$ cat config.mk
export PLATFORM = sky130hd
export DESIGN_NAME = board_check_seq_flat
export DESIGN_NICKNAME = d
export VERILOG_FILES = /design/src/rtl/board_check_seq_if.sv /design/src/rtl/board_check_seq.sv /design/src/flat_wrapper.sv
export SDC_FILE = /design/constraint.sdc
export NUM_CORES = 1
export LEC_CHECK = 0
export BUFFER_PORTS_ARGS = -buffer_cell sky130_fd_sc_hd__clkbuf_2
export CAP_MARGIN = 20
export CORE_ASPECT_RATIO = 1.25
export CORE_MARGIN = 8
export CORE_UTILIZATION = 57
export CTS_BUF_LIST = sky130_fd_sc_hd__clkbuf_2 sky130_fd_sc_hd__clkbuf_4 sky130_fd_sc_hd__clkbuf_8
export DETAILED_ROUTE_END_ITERATION = 7
export PLACE_DENSITY = 0.79
export SKIP_LAST_GASP = 1
export SYNTH_ARGS = -nofsm -noshare
export SYNTH_HDL_FRONTEND = slang
export SYNTH_SLANG_ARGS = --single-unit
$ cat constraint.sdc
create_clock -name clka -period 3.5 [get_ports clka]
set_clock_uncertainty 0.05 [all_clocks]
set_input_delay 0.35 -clock clka [delete_from_list [all_inputs] [get_ports clka]]
set_output_delay 0.35 -clock clka [all_outputs]
set_load 0.01 [all_outputs]
$ cat src/rtl/board_check_seq_if.sv
// Handshake and board-RAM read bus between the main FSM/RAM side (master) and the check sequencer (slave).
interface board_check_seq_if #(
  parameter int ADDR_W = 7,
  parameter int VAL_W  = 4
);
  logic              start;
  logic              rd_en;
  logic [ADDR_W-1:0] rd_addr;
  logic [VAL_W-1:0]  rd_data;
  logic              busy;
  logic              done;
  logic              valid;
  logic              solved;
  logic [1:0]        err_group;
  logic [3:0]        err_index;

  modport master (
    output start, rd_data,
    input  rd_en, rd_addr, busy, done, valid, solved, err_group, err_index
  );

  modport slave (
    input  start, rd_data,
    output rd_en, rd_addr, busy, done, valid, solved, err_group, err_index
  );
endinterface

$ cat src/rtl/board_check_seq.sv
// Sudoku board checker: scans rows, columns, then boxes (one read per cycle) and reports valid/solved.
// Optional BOARD_CHECK_EARLY_EXIT_EN: stop scanning and finish on the first conflict.
module board_check_seq #(
  parameter int N      = 9,
  parameter int BOX    = 3,
  parameter int ADDR_W = 7,
  parameter int VAL_W  = 4
) (
  input  logic             clka,
  input  logic             restart,
  board_check_seq_if.slave bus
);

  localparam logic [3:0] LAST  = 4'(N - 1);
  localparam logic [3:0] BSTEP = 4'(BOX);
  localparam logic [3:0] BMAX  = 4'(N - BOX);
  localparam logic [1:0] BLAST = 2'(BOX - 1);

  typedef enum logic [2:0] {ST_IDLE, ST_ROWS, ST_COLS, ST_BOXES, ST_FINISH} state_t;

  state_t            state_q, state_d;
  logic [3:0]        g_q, g_d, e_q, e_d;
  logic [3:0]        row_q, row_d, col_q, col_d;
  logic [3:0]        br_q, br_d, bc_q, bc_d;
  logic [1:0]        er_q, er_d, ec_q, ec_d;
  logic [N-1:0]      mask_q, mask_d;
  logic              blank_q, blank_d;
  logic [ADDR_W-1:0] rd_addr_q, rd_addr_d;
  logic              valid_q, valid_d, solved_q, solved_d;
  logic [1:0]        err_group_q, err_group_d;
  logic [3:0]        err_index_q, err_index_d;

  logic              scanning, is_blank, illegal, conflict, grp_end;
  logic [N-1:0]      mask_base, bit_v;
  logic [1:0]        grp_code;

  // The state register doubles as the phase tag of the read currently in flight.
  always_comb begin
    scanning  = (state_q == ST_ROWS) || (state_q == ST_COLS) || (state_q == ST_BOXES);
    grp_end   = (e_q == LAST);
    mask_base = (e_q == 4'd0) ? '0 : mask_q;
    is_blank  = (bus.rd_data == '0);
    illegal   = (bus.rd_data > VAL_W'(N));
    bit_v     = is_blank ? '0 : (N'(1) << (bus.rd_data - VAL_W'(1)));
    conflict  = scanning && (illegal || (|(mask_base & bit_v)));
    case (state_q)
      ST_ROWS:  grp_code = 2'b01;
      ST_COLS:  grp_code = 2'b10;
      ST_BOXES: grp_code = 2'b11;
      default:  grp_code = 2'b00;
    endcase
  end

  always_comb begin
    state_d     = state_q;
    g_d         = g_q;
    e_d         = e_q;
    row_d       = row_q;
    col_d       = col_q;
    br_d        = br_q;
    bc_d        = bc_q;
    er_d        = er_q;
    ec_d        = ec_q;
    mask_d      = mask_q;
    blank_d     = blank_q;
    rd_addr_d   = rd_addr_q;
    valid_d     = valid_q;
    solved_d    = solved_q;
    err_group_d = err_group_q;
    err_index_d = err_index_q;

    case (state_q)
      ST_IDLE: begin
        if (bus.start) begin
          state_d     = ST_ROWS;
          g_d         = '0;
          e_d         = '0;
          row_d       = '0;
          col_d       = '0;
          br_d        = '0;
          bc_d        = '0;
          er_d        = '0;
          ec_d        = '0;
          mask_d      = '0;
          blank_d     = 1'b0;
          rd_addr_d   = '0;
          valid_d     = 1'b0;
          solved_d    = 1'b0;
          err_group_d = 2'b00;
          err_index_d = 4'd0;
        end
      end

      ST_ROWS, ST_COLS, ST_BOXES: begin
        mask_d  = mask_base | bit_v;
        blank_d = blank_q | is_blank;
        if (conflict && (err_group_q == 2'b00)) begin
          err_group_d = grp_code;
          err_index_d = g_q;
        end
        e_d = grp_end ? 4'd0 : e_q + 4'd1;
        if (grp_end) g_d = (g_q == LAST) ? 4'd0 : g_q + 4'd1;

        case (state_q)
          ST_ROWS: begin
            if (grp_end) begin
              row_d = row_q + 4'd1;
              col_d = '0;
            end else begin
              col_d = col_q + 4'd1;
            end
          end
          ST_COLS: begin
            if (grp_end) begin
              row_d = '0;
              col_d = col_q + 4'd1;
            end else begin
              row_d = row_q + 4'd1;
            end
          end
          default: begin
            // Box walk: column within box, then row within box, then next box origin.
            if (ec_q != BLAST) begin
              col_d = col_q + 4'd1;
              ec_d  = ec_q + 2'd1;
            end else if (er_q != BLAST) begin
              col_d = bc_q;
              row_d = row_q + 4'd1;
              ec_d  = '0;
              er_d  = er_q + 2'd1;
            end else begin
              ec_d = '0;
              er_d = '0;
              if (bc_q == BMAX) begin
                bc_d = '0;
                br_d = br_q + BSTEP;
              end else begin
                bc_d = bc_q + BSTEP;
              end
              row_d = br_d;
              col_d = bc_d;
            end
          end
        endcase

        if (grp_end && (g_q == LAST)) begin
          row_d = '0;
          col_d = '0;
          br_d  = '0;
          bc_d  = '0;
          er_d  = '0;
          ec_d  = '0;
          case (state_q)
            ST_ROWS: state_d = ST_COLS;
            ST_COLS: state_d = ST_BOXES;
            default: state_d = ST_FINISH;
          endcase
        end

`ifdef BOARD_CHECK_EARLY_EXIT_EN
        if (conflict) state_d = ST_FINISH;
`endif

        if (state_d == ST_FINISH) begin
          valid_d  = !(conflict || (err_group_q != 2'b00));
          solved_d = valid_d && !blank_d;
        end else begin
          rd_addr_d = ADDR_W'(row_d) * ADDR_W'(N) + ADDR_W'(col_d);
        end
      end

      ST_FINISH: state_d = ST_IDLE;
      default:   state_d = ST_IDLE;
    endcase
  end

  always_ff @(posedge clka) begin
    if (!restart) begin
      state_q     <= ST_IDLE;
      g_q         <= '0;
      e_q         <= '0;
      row_q       <= '0;
      col_q       <= '0;
      br_q        <= '0;
      bc_q        <= '0;
      er_q        <= '0;
      ec_q        <= '0;
      mask_q      <= '0;
      blank_q     <= 1'b0;
      rd_addr_q   <= '0;
      valid_q     <= 1'b0;
      solved_q    <= 1'b0;
      err_group_q <= 2'b00;
      err_index_q <= 4'd0;
    end else begin
      state_q     <= state_d;
      g_q         <= g_d;
      e_q         <= e_d;
      row_q       <= row_d;
      col_q       <= col_d;
      br_q        <= br_d;
      bc_q        <= bc_d;
      er_q        <= er_d;
      ec_q        <= ec_d;
      mask_q      <= mask_d;
      blank_q     <= blank_d;
      rd_addr_q   <= rd_addr_d;
      valid_q     <= valid_d;
      solved_q    <= solved_d;
      err_group_q <= err_group_d;
      err_index_q <= err_index_d;
    end
  end

  assign bus.rd_en     = scanning;
  assign bus.busy      = scanning;
  assign bus.done      = (state_q == ST_FINISH);
  assign bus.rd_addr   = rd_addr_q;
  assign bus.valid     = valid_q;
  assign bus.solved    = solved_q;
  assign bus.err_group = err_group_q;
  assign bus.err_index = err_index_q;

endmodule

$ cat src/flat_wrapper.sv
// flat-port wrapper written by rule: the top's interface ports become plain ports
module board_check_seq_flat 
#(
  parameter int N      = 9,
  parameter int BOX    = 3,
  parameter int ADDR_W = 7,
  parameter int VAL_W  = 4
)
  (clka, restart, bus_start, bus_rd_data, bus_rd_en, bus_rd_addr, bus_busy, bus_done, bus_valid, bus_solved, bus_err_group, bus_err_index);
  board_check_seq_if #(.ADDR_W(ADDR_W), .VAL_W(VAL_W)) bus_i ();
  input  logic clka;
  input  logic restart;
  input wire logic [$bits(bus_i.start)-1:0] bus_start;
  input wire logic [$bits(bus_i.rd_data)-1:0] bus_rd_data;
  output wire logic [$bits(bus_i.rd_en)-1:0] bus_rd_en;
  output wire logic [$bits(bus_i.rd_addr)-1:0] bus_rd_addr;
  output wire logic [$bits(bus_i.busy)-1:0] bus_busy;
  output wire logic [$bits(bus_i.done)-1:0] bus_done;
  output wire logic [$bits(bus_i.valid)-1:0] bus_valid;
  output wire logic [$bits(bus_i.solved)-1:0] bus_solved;
  output wire logic [$bits(bus_i.err_group)-1:0] bus_err_group;
  output wire logic [$bits(bus_i.err_index)-1:0] bus_err_index;
  assign bus_i.start = bus_start;
  assign bus_i.rd_data = bus_rd_data;
  assign bus_rd_en = bus_i.rd_en;
  assign bus_rd_addr = bus_i.rd_addr;
  assign bus_busy = bus_i.busy;
  assign bus_done = bus_i.done;
  assign bus_valid = bus_i.valid;
  assign bus_solved = bus_i.solved;
  assign bus_err_group = bus_i.err_group;
  assign bus_err_index = bus_i.err_index;
  board_check_seq #(.N(N), .BOX(BOX), .ADDR_W(ADDR_W), .VAL_W(VAL_W)) u_core (.clka(clka), .restart(restart), .bus(bus_i));
endmodule
# [After elaboration in Yosys (flattened, before gate mapping)]
# Index checks and enable logic that the tools add are counted.
[totals] ff_bits=56 in_bits=7
[op_classes] addsub=10 n_mul=1 n_lt_le_gt_ge=1 n_eq_ne=18 n_shift=1 muxes=66 bitwise_logic=3 reduce_logical=27
[op_table] operator="$mux 4" count=26
[op_table] operator="$pmux 4 s2" count=9
[op_table] operator="$mux 9" count=3
[op_table] operator="$mux 2" count=9
[op_table] operator="$pmux 9 s2" count=1
[op_table] operator="$add 4x1->4 const B" count=4
[op_table] operator="$reduce_and 3->1" count=5
[op_table] operator="$mux 7" count=2
[op_table] operator="$pmux 7 s2" count=1
[op_table] operator="$pmux 2 s2" count=3
[op_table] operator="$pmux 3 s2" count=2
[op_table] operator="$and 9x9->9" count=1
[op_table] operator="$mux 3" count=3
[op_table] operator="$or 9x9->9" count=1
[op_table] operator="$reduce_or 9->1" count=1
[op_table] operator="$shl 1x4->9 const A" count=1
[op_table] operator="$add 4x2->4 const B" count=2
[op_table] operator="$eq 4x4->1 const B" count=2
[op_table] operator="$logic_not 4->1" count=2
[op_table] operator="$ne 2x2->1 const B" count=4
[op_table] operator="$add 7x4->7" count=1
[op_table] operator="$mul 4x4->7 const B" count=1
[op_table] operator="$eq 3x2->1 const B" count=2
[op_table] operator="$eq 3x3->1 const B" count=2
[op_table] operator="other kinds (23)" count=39

# [Logic depth before layout (Yosys ltp)]
[logic_depth] depth_word=12 ltp_mapped=17

# [Least setup slack after synthesis]
# Ideal clock, no wire load.
[synth_timing] kind="flip-flop to flip-flop" start="register u_core.e_q[0]" end="register u_core.rd_addr_q[6], in the netlist u_core.bus.rd_addr[6]" setup_time_ns=0.133 arrival_ns=3.222 required_time_ns=3.317 slack_ns=0.094 path_stages_with_launch=18 path_buffers=0 path_cell_list="dfxtp_1 inv_1 ha_1 and3b_1 inv_1 o21ai_0 a221oi_1 nor2_1 or3_1 inv_1 ha_1 ha_1 ha_1 a21oi_1 o21ai_0 and3_1 o31ai_1 o211ai_1"
[synth_between] elab_chain_len=9 elab_cells_between_ends=21 classes_between="add/sub (1); mul (1); eq/ne (3); mux (14); reduce/logical (2)"
[synth_rtl] element="start, declared" line_no="board_check_seq.sv:22" rtl="logic [3:0] g_q, g_d, e_q, e_d;"
[synth_rtl] element="start signal, assigned" line_no="board_check_seq.sv:181" rtl="e_q <= '0;"
[synth_rtl] element="start signal, assigned" line_no="board_check_seq.sv:198" rtl="e_q <= e_d;"
[synth_rtl] element="$eq 4x4->1 (*)" line_no="board_check_seq.sv:40" rtl="grp_end = (e_q == LAST);"
[synth_rtl] element="$mux 4 (on tied branches)" line_no="board_check_seq.sv:114, board_check_seq.sv:106"
[synth_rtl] element="$pmux 4 s2" line_no="board_check_seq.sv:104" rtl="case (state_q)"
[synth_rtl] element="$mux 4" line_no="board_check_seq.sv:146" rtl="if (grp_end && (g_q == LAST)) begin"
[synth_rtl] element="$mux 4" line_no="board_check_seq.sv:72" rtl="case (state_q)"
[synth_rtl] element="$mul 4x4->7" line_no="board_check_seq.sv:168" rtl="rd_addr_d = ADDR_W'(row_d) * ADDR_W'(N) + ADDR_W'(col_d);"
[synth_rtl] element="$add 7x4->7" line_no="board_check_seq.sv:168"
[synth_rtl] element="$mux 7" line_no="board_check_seq.sv:164" rtl="if (state_d == ST_FINISH) begin"
[synth_rtl] element="$pmux 7 s2" line_no="board_check_seq.sv:72"
[synth_rtl] element="end signal, assigned" line_no="board_check_seq.sv:207" rtl="rd_addr_q <= rd_addr_d;"
[synth_rtl] element="end, declared" line_no="board_check_seq.sv:28" rtl="logic [ADDR_W-1:0] rd_addr_q, rd_addr_d;"
# Every way passes the cells marked *; elsewhere a longest branch is shown, timed or not. The select of a mux whose other input is x is not followed.
# A chain may end at the register's enable or synchronous reset.

# [Final worst setup path]
[layout_timing] start="register u_core.bc_q[0]" end="register u_core.rd_addr_q[5], in the netlist u_core.bus.rd_addr[5]"
[layout_between] elab_chain_len=11 elab_cells_between_ends=18 classes_between="add/sub (2); mul (1); eq/ne (1); mux (14)"
[layout_rtl] element="start, declared" line_no="board_check_seq.sv:24" rtl="logic [3:0] br_q, br_d, bc_q, bc_d;"
[layout_rtl] element="start signal, assigned" line_no="board_check_seq.sv:185" rtl="bc_q <= '0;"
[layout_rtl] element="start signal, assigned" line_no="board_check_seq.sv:202" rtl="bc_q <= bc_d;"
[layout_rtl] element="$eq 4x3->1" line_no="board_check_seq.sv:134" rtl="if (bc_q == BMAX) begin"
[layout_rtl] element="$mux 4" line_no="board_check_seq.sv:134"
[layout_rtl] element="$mux 4" line_no="board_check_seq.sv:126" rtl="end else if (er_q != BLAST) begin"
[layout_rtl] element="$mux 4" line_no="board_check_seq.sv:123" rtl="if (ec_q != BLAST) begin"
[layout_rtl] element="$pmux 4 s2" line_no="board_check_seq.sv:104"
[layout_rtl] element="$mux 4" line_no="board_check_seq.sv:146"
[layout_rtl] element="$mux 4" line_no="board_check_seq.sv:72"
[layout_rtl] element="$mul 4x4->7" line_no="board_check_seq.sv:168"
[layout_rtl] element="$add 7x4->7 (*)" line_no="board_check_seq.sv:168"
[layout_rtl] element="$mux 7 (*)" line_no="board_check_seq.sv:164"
[layout_rtl] element="$pmux 7 s2 (*)" line_no="board_check_seq.sv:72"
# Marked as above.

==> impl_metrics.toml <==
[grt]
track_usage = 0.195
grt_pass1_wl_um = 14200
met1_usage = 0.233
antenna_found_initial = 0
grt_max_degree = 35
first_global_vias = 3138
use_met2 = 0.348
gr-total-overflow = 0
groute.layer.met3.usage = 0.0245
busiest_layer = "met2"

[critical_path]
crit_top_cell = "ha_1"
crit_chain = "inv_1 -> ha_1 -> and3b_2 -> a211oi_2 -> a211oi_1 -> o32a_1 -> nor2_2 -> ha_1 -> ha_1 -> fa_2 -> a21o_1 -> a21oi_1 -> xnor2_1 -> a22oi_1 -> nor2b_1"
cp-start-kind = "flip-flop"
critical-path-top-delay-family = "compound AO/OA/AOI/OAI gates"
required_ns = 3.66
critical_path_class = "reg2reg"
cp_max_fo = 5
cp-end-kind = "flip-flop"
arrival_ns = 3.47
slowest_delay_ns = 0.38
path_buf_inv = 1
r2r_setup_slack_ns = 0.19
cpMaxStageDelayCell = "o32a_1"

[placement]
dp_slack_ns = -0.0169
hpwlAfterDp_um = 6420
place_inst = 545
gp_congestion = 0.900
portBuffers = 24

[route]
drc = 0
drt_iter0_drc = 181
ant_nets = 0
viasPerCell = 5.91
totalWireLength_um = 8440
drt_pre_antenna_iters = 5
vias = 3280
wl_per_cell_um = 15.2

[cells_and_area]
diodes = 0
finalNonFillerCells = 555
mostFrequentLayoutCell = "dfxtp_1"
area_delta_synth_final_pct = 13.9
fin_nets = 501
drive_above_1_share = 0.179
layout_common_cells = "55 x dfxtp_1, 46 x o21ai_0, 43 x nand2_1"

[sta]
fin_crit_sh = 0.944
setup_ws_ns = 0.194
fin_crit_ns = 3.31
maxSlewViolCount = 0
worstMarginPinSlew_ns = 0.728
max_freq_mhz = 303
finalSetupViolations = 0
max-slew-margin-rel = 0.513
hold_viol = 0

[synth]
ys.flop_type = "dfxtp_1"
synth_compound_area_frac = 0.259
async_reset_ff_frac = 0
netlist_area_um2 = 3470
ys_seq_area_frac = 0.323
synth_nets = 465
synth_top_family_by_area = "compound AO/OA/AOI/OAI gates"
synthSimpleGateAreaFrac = 0.232
yosysWarnings = 0
syn_inst = 433
synth-edff-count = 0
synth_fa_ha_area_frac = 0.0923
synth_cell_types = 60
syn_avg_cell_area_um2 = 8.01
ys_ff_latch = 56
synth_xor_area_frac = 0.0328
synth_mux_area_frac = 0.00865

[pwr]
clkPwrFrac = 0.307
p_sw_uw = 345
comb_power_share = 0.164
swShare = 0.276
pwr_density_cell_nw_per_um2 = 317
seqPwrFrac = 0.529
p_leak_uw = 0.00155
ir_worst_vdd_mv = 0.250
finalPower_uw = 1250
power.internal_uw = 906

[cts]
clock_latency_ns = 0.31
cts_tree = "yes"
clk_path_buf_depth = 2
cts-buffers-inserted = 5
cts_hold_buf = 0
cts_root_buf = "clkbuf_8"
h-tree-depth = 2
clkTransAtPathRegs_ns = 0.10
cts.sinks = 56

[floorplan]
die_area_um2 = 8860
core_um2 = 6050
start_util = 0.574
rows = 32
fp.dieW_um = 85.8
die_h_um = 103
io_pins = 25

[run]
max-cap-violations = 0

[min_path]
hold_path_class = "in2reg"

[run_status]
status = "completed"
## cell usage after synthesis (all sizes together), types with 12 or more instances
library cell | count | area, um2
nand2 | 43 | 161
dfxtp | 56 | 1120
nand3 | 12 | 60.1
inv | 17 | 63.8
o21ai | 48 | 244
a21oi | 23 | 115
nor2 | 38 | 143
nor2b | 19 | 126
clkbuf | 17 | 65.1
ha | 24 | 300
## what timing repair did
action / in CTS / in global routing
buffers inserted: 0 / 2
endpoints found under the hold margin: 0 / 0
pin swaps: 0 / 2
endpoints found under the setup margin: 2 / 4
resized for setup: 1 / 9
## flip-flops by register name, summed over array words and instances, names as in the netlist
signal and count:
u_core.bc_q 4, u_core.blank_q 1, u_core.br_q 4, u_core.bus.err_group 2
u_core.bus.err_index 4, u_core.bus.rd_addr 7, u_core.bus.solved 1, u_core.bus.valid 1
u_core.col_q 4, u_core.e_q 4, u_core.ec_q 2, u_core.er_q 2
u_core.g_q 4, u_core.mask_q 9, u_core.row_q 4, u_core.state_q 3
## final timing paths
kind                                end  depth (start not counted)              from
setup / recovery  u_core.bus.rd_addr[5]                         15    u_core.bc_q[0]
hold / removal         u_core.mask_q[8]                          3    bus_rd_data[3]
setup reg to reg  u_core.bus.rd_addr[5]                         15    u_core.bc_q[0]
hold reg to reg        u_core.mask_q[1]                          2  u_core.mask_q[1]
## power by group through the flow
stage | sequential [uW] | combinational [uW] | clock (uW)
4_1_cts | 660 | 196 | 391
2_1_floorplan | 675 | 134 | 0
5_1_grt | 663 | 230 | 411
3_5_place_dp | 675 | 195 | 0
6_report | 661 | 205 | 384
3_3_place_gp | 674 | 189 | 0
## metal layers
| layer | up-vias | share of wire |
|---|---|---|
| met4 | 0 | 0.0092 |
| met3 | 9 | 0.032 |
| met1 | 1552 | 0.45 |
| met5 | - | 0 |
| li1 | 1638 | - |
| met2 | 81 | 0.51 |
## area by class of cell
class	instances	area [um2]
multi-input combinational	334	2210
fill	540	2090
sequential	56	1120
timing repair buffer	55	353
tap	85	106
clock buffer	7	90.1
inverter	17	63.8
clock inverter	1	7.51
## cells by family after synthesis
family / count (synthesis)
simple gates: 158
compound gates: 135
flops: 56
buf+inv: 43
fa+ha+maj: 25
xor+xnor: 13
mux: 3
## worst reg2reg max path: cells and delay by family (launching register included)
family / cells / cell delay [ns]
adders and majority gates: 4 / 1.06
DFF: 1 / 0.34
and+or+nand+nor: 3 / 0.44
buffers and inverters: 1 / 0.06
AOI/OAI and AO/OA: 6 / 1.19
xor gates and xnor gates: 1 / 0.08
## through the flow
step / util / hold WS [ns] / area, um2 / setup TNS, ns
after CTS: 0.644 / 0.308 / 3890 / 0
after floorplan: - / 0.366 / 3470 / 0
after detailed placement: 0.628 / 0.395 / 3790 / -0.0182
after global placement: 0.628 / 0.387 / 3790 / 0
final: 0.654 / 0.315 / 3950 / 0
after global routing: 0.654 / 0.334 / 3950 / -0.00544
Note: power is estimated with default switching activity, not from simulation.
